--- config.mk ---
export PLATFORM = sky130hd
export DESIGN_NAME = mmio_port_fifo
export DESIGN_NICKNAME = d
export VERILOG_FILES = /design/src/rtl/mmio_port_fifo.sv
export SDC_FILE = /design/constraint.sdc
export NUM_CORES = 1
export LEC_CHECK = 0
export BUFFER_PORTS_ARGS = -buffer_cell sky130_fd_sc_hd__buf_4
export CAP_MARGIN = 20
export CORE_UTILIZATION = 40
export DETAILED_ROUTE_END_ITERATION = 7
export GPL_ROUTABILITY_DRIVEN = 0
export PLACE_DENSITY = 0.69
export SLEW_MARGIN = 20
export SYNTH_ARGS = -nofsm -noshare
export SYNTH_HDL_FRONTEND = slang
export SYNTH_SLANG_ARGS = --single-unit
export TNS_END_PERCENT = 10
--- constraint.sdc ---
create_clock -name clk -period 8.7 [get_ports clk]
set_input_delay 2.61 -clock clk [delete_from_list [all_inputs] [get_ports clk]]
set_output_delay 2.61 -clock clk [all_outputs]
set_load 0.005 [all_outputs]
--- src/rtl/mmio_port_fifo.sv ---
// mmio_port_fifo: per-port TX (CPU->device) and RX (device->CPU) FIFOs behind two MMIO words.
// Define MMIO_PORT_FIFO_IRQ_EN to add a registered irq output after dev_rx_ready.
module mmio_port_fifo #(
  parameter int DEPTH = 8
) (
  input  logic        clk,
  input  logic        rst,
  input  logic        port_inform_write,
  input  logic        port_inform_read,
  input  logic [15:0] port_data_w,
  input  logic [15:0] port_ctrl_w,
  output logic [15:0] port_data_r,
  output logic [15:0] port_status_r,
  output logic [15:0] dev_tx_data,
  output logic        dev_tx_valid,
  input  logic        dev_tx_ready,
  input  logic [15:0] dev_rx_data,
  input  logic        dev_rx_valid,
  output logic        dev_rx_ready
`ifdef MMIO_PORT_FIFO_IRQ_EN
  ,
  output logic        irq
`endif
);
  localparam int AW = $clog2(DEPTH);
  localparam logic [3:0] FULL_CNT = 4'(DEPTH);

  logic [15:0]   tx_mem [DEPTH];
  logic [15:0]   rx_mem [DEPTH];
  logic [AW-1:0] tx_wr_ptr_reg, tx_rd_ptr_reg, rx_wr_ptr_reg, rx_rd_ptr_reg;
  logic [3:0]    tx_count_reg, rx_count_reg, tx_count_next, rx_count_next;
  logic          tx_overflow_reg, rx_underflow_reg, tx_overflow_next, rx_underflow_next;
  logic          tx_full, tx_empty, rx_full, rx_empty;
  logic          cpu_push, cpu_clear, tx_push, tx_drop, tx_pop, rx_push, rx_pop, rx_under;
  logic          ctrl_unused;

  assign ctrl_unused = ^port_ctrl_w[14:0];

  // Full/empty come from registered counts, so same-cycle pop never frees room for a push.
  assign tx_full  = (tx_count_reg == FULL_CNT);
  assign tx_empty = (tx_count_reg == 4'd0);
  assign rx_full  = (rx_count_reg == FULL_CNT);
  assign rx_empty = (rx_count_reg == 4'd0);

  assign cpu_push  = port_inform_write & ~port_ctrl_w[15];
  assign cpu_clear = port_inform_write &  port_ctrl_w[15];
  assign tx_push   = cpu_push & ~tx_full;
  assign tx_drop   = cpu_push &  tx_full;
  assign tx_pop    = dev_tx_valid & dev_tx_ready;
  assign rx_push   = dev_rx_valid & ~rx_full;
  assign rx_pop    = port_inform_read & ~rx_empty;
  assign rx_under  = port_inform_read &  rx_empty;

  assign dev_tx_valid  = ~tx_empty;
  assign dev_tx_data   = tx_empty ? 16'h0000 : tx_mem[tx_rd_ptr_reg];
  assign port_data_r   = rx_empty ? 16'h0000 : rx_mem[rx_rd_ptr_reg];
  assign dev_rx_ready  = ~rx_full & ~rst;
  assign port_status_r = {tx_count_reg, rx_count_reg, 2'b00, rx_underflow_reg,
                          tx_overflow_reg, rx_full, rx_empty, tx_empty, tx_full};

  always_comb begin
    tx_count_next = tx_count_reg;
    rx_count_next = rx_count_reg;
    if (tx_push && !tx_pop)      tx_count_next = tx_count_reg + 4'd1;
    else if (tx_pop && !tx_push) tx_count_next = tx_count_reg - 4'd1;
    if (rx_push && !rx_pop)      rx_count_next = rx_count_reg + 4'd1;
    else if (rx_pop && !rx_push) rx_count_next = rx_count_reg - 4'd1;
    // An underflow in the same cycle as a clear still latches.
    tx_overflow_next  = (tx_overflow_reg  & ~cpu_clear) | tx_drop;
    rx_underflow_next = (rx_underflow_reg & ~cpu_clear) | rx_under;
  end

  // Storage carries no reset; stale entries are unreachable once pointers and counts clear.
  always_ff @(posedge clk) begin
    if (tx_push) tx_mem[tx_wr_ptr_reg] <= port_data_w;
    if (rx_push) rx_mem[rx_wr_ptr_reg] <= dev_rx_data;
  end

  // DEPTH is a power of two, so AW-bit pointers wrap from DEPTH-1 to 0 on their own.
  always_ff @(posedge clk) begin
    if (rst) begin
      tx_wr_ptr_reg    <= '0;
      tx_rd_ptr_reg    <= '0;
      rx_wr_ptr_reg    <= '0;
      rx_rd_ptr_reg    <= '0;
      tx_count_reg     <= 4'd0;
      rx_count_reg     <= 4'd0;
      tx_overflow_reg  <= 1'b0;
      rx_underflow_reg <= 1'b0;
    end else begin
      if (tx_push) tx_wr_ptr_reg <= tx_wr_ptr_reg + 1'b1;
      if (tx_pop)  tx_rd_ptr_reg <= tx_rd_ptr_reg + 1'b1;
      if (rx_push) rx_wr_ptr_reg <= rx_wr_ptr_reg + 1'b1;
      if (rx_pop)  rx_rd_ptr_reg <= rx_rd_ptr_reg + 1'b1;
      tx_count_reg     <= tx_count_next;
      rx_count_reg     <= rx_count_next;
      tx_overflow_reg  <= tx_overflow_next;
      rx_underflow_reg <= rx_underflow_next;
    end
  end

`ifdef MMIO_PORT_FIFO_IRQ_EN
  logic irq_reg;

  always_ff @(posedge clk) begin
    if (rst) irq_reg <= 1'b0;
    else     irq_reg <= (rx_count_next != 4'd0) | tx_overflow_next | rx_underflow_next;
  end

  assign irq = irq_reg;
`endif

endmodule
==> results.toml <==
[worst_setup_path]
cp_cell_sequence = "buf_4 > nor2_1 > buf_4"
ff2ff_setup_slack_ns = 5.72
worstSetupStartpoint = "rst"
cp_data_arrival_time_ns = 3.11
max_stage_delay_ns = 0.27
critPathKind = "in -> out"
crit_path_start_kind = "input port"
path_max_fanout = 28
critPathCaptureType = "output port"
slowest_stage = "buf_4"
required_ns = 6.09
cp_common_cell = "buf_4"
worstReg2RegStart = "rx_count_reg[0]$_SDFFE_PP0P_"

[power_and_ir_drop]
netSwitchingFraction_pct = 26.73
power.share.sequential_pct = 43.9
p_sw_w = 0.0009998
vdd_drop_max_mv = 0.1852
power_leakage_nw = 4.277
powerDensity_nw_per_um2 = 283.9
p_comb_share_pct = 25.4
clkPwrFrac_pct = 30.7
intPower_w = 0.002740

[logic_synthesis]
synth_commonest_cells = "256 x edfxtp_1, 64 x mux4_2, 63 x nor2_1, 35 x mux2i_1, 28 x dfxtp_1"
synth_compound_area_share_pct = 0.8609
ys_ff_latch = 284
yosysTopAreaCell = "edfxtp_1"
seq_area_frac_synth_pct = 73.70
synth_area_um2 = 11190
synth_top_area_share_pct = 68.69
syn_area_per_cell_um2 = 19.60
synth_top_family_by_area = "multiplexers"
synth_area_leaders = "edfxtp_1 69%, mux4_2 13%, dfxtp_1 5.0%"
async_flop_share_pct = 0
synth.most_common_cell = "edfxtp_1"
yosys.area_share.simple_pct = 4.383
synth_cells = 571
synth.distinct_cells = 41
synth_edf_count = 256
synth_xor_area_share_pct = 0.9280
synth_mux_area_share_pct = 16.21
ys_warn_count = 0
synthAdderAreaFrac_pct = 1.476
synth_ff_type = "edfxtp_1"

[sta]
max_slew_margin_pct = 26.08
setup_violations = 0
hold_viol = 0
rsz0062_at_grt = "false"
tns_ns = 0
fin_crit_sh_pct = 65.76
whs_ns = 0.4972
drv_slew = 0
fin_crit_ns = 5.721
finClkSkew_ns = 0.01602
worst_slew_pin_slew_ns = 1.105
fmax_ghz = 0.1748

[detailed_routing]
wire_per_inst_um = 19.79
dr_total_vias = 5396
viasPerCell = 5.115
drtAntennaViolNets = 0
firstDrtPassIters = 4
drt_iter0_markers = 326
post-route-drc-count = 0
routed_wl_um = 20880

[floorplan]
row_count = 60
coreArea_um2 = 27180
die_w_um = 169.3
fp.dieH_um = 169.3
initial_core_util_pct = 41.18
ios = 104
die_area_um2 = 28650

[clock_network]
path_clk_slew_ns = 0.06
root_buffer = "clkbuf_16"
clk_path_buf_depth = 3
hold_buffers = 0
post-cts-setup-buffer-count = 0
clock-sinks = 284
ctsResizeCount = 0
numCtsBuffers = 30
worstSkewPairLatency_ns = 0.53
htreeDepth = 1
cts_tree = "done"

[global_route]
grt_usage_pct = 14.95
grt_pass1_vias = 5807
antenna_found_initial = 0
grt_max_degree = 33
grt_pass1_wl_um = 32290
overflow = 0

[worst_hold_path]
min_from = "tx_rd_ptr_reg[1]$_SDFFE_PP0P_"
hold_class = "reg -> reg"

[final_layout]
n_antenna_cell = 0
area_growth_pct = 17.70
fillers = 2268
register_area_um2 = 8253
final_cells = 1055
layout-drive-gt1-share_pct = 33.97
fin_area_um2 = 13170
reg_top3 = "rx_mem (128), tx_mem (128)"
fin_nets = 729
multi_input_area_um2 = 2801

[run_status]
status = "complete, no violations"

[job]
maxCapViolCount = 0

[place]
place_hpwl_um = 12180
port-buffer-count = 86
place_area_um2 = 12260
placed_cells = 1002
==> power groups by stage <==
stage	combinational, W	sequential [W]	clock (W)
final	0.000950	0.00164	0.00115
after global routing	0.00105	0.00165	0.00122
after CTS	0.000969	0.00164	0.00118
after detailed placement	0.000965	0.00167	0
after global placement	0.000937	0.00166	0
after floorplan	0.000657	0.00164	0
==> final timing paths <==
check	end	cells past startpoint
max	dev_rx_ready	3
min	flip-flop	2
max reg2reg	rx_count_reg[3]$_SDFFE_PP0P_	10
min reg2reg	flip-flop	2
==> kinds of logic (layout without fill, tap and decap cells) <==
| group | count (synthesis) | count (layout) |
|---|---|---|
| AO/OA/AOI/OAI | 15 | 15 |
| buffers and inverters | 42 | 153 |
| AND/OR/NAND/NOR | 105 | 105 |
| other | 1 | 2 |
| multiplexers | 101 | 101 |
| adder cells (fa/ha/maj) | 12 | 12 |
| flip-flops | 284 | 284 |
| XOR/XNOR | 11 | 11 |
==> area by class of cell <==
cell class | count | area share (%)
Multi-Input combinational cell | 246 | 21.27
Tap cell | 372 | 3.534
Clock inverter | 16 | 0.7885
Sequential cell | 284 | 62.66
Inverter | 6 | 0.2185
Timing Repair Buffer | 95 | 5.500
Clock buffer | 36 | 6.032
==> per-stage QoR <==
step	power [W]	util, %	setup slack (ns)
6_report	0.003740	48.47	2.979
5_1_grt	0.003921	48.47	2.945
4_1_cts	0.003789	48.41	2.978
3_5_place_dp	0.002637	45.10	2.979
3_3_place_gp	0.002600	45.04	2.990
2_1_floorplan	0.002297	-	2.852
==> critical path, delay by kind of cell <==
family	cells	cell delay (ns)
buffers and inverters	2	0.41
AND/OR/NAND/NOR	1	0.09
==> cells in the final DEF (no fill, tap or decap), drive strengths merged, types with 9 or more instances in the layout <==
master,count
edfxtp,256
buf,95
mux4,64
nor2,63
clkbuf,36
mux2i,35
dfxtp,28
clkinv,16
nand2,12
ha,10
a21oi,9
==> layer usage <==
layer | global-route usage [%] | up-vias | part of all wire (%)
met1 | 17.61 | 2771 | 39
met5 | 0 | - | 0
met2 | 27.34 | 154 | 53
li1 | - | 2434 | -
met3 | 3.148 | 37 | 5.6
met4 | 4.505 | 0 | 2.3
Note: power is estimated with default switching activity, not from simulation.
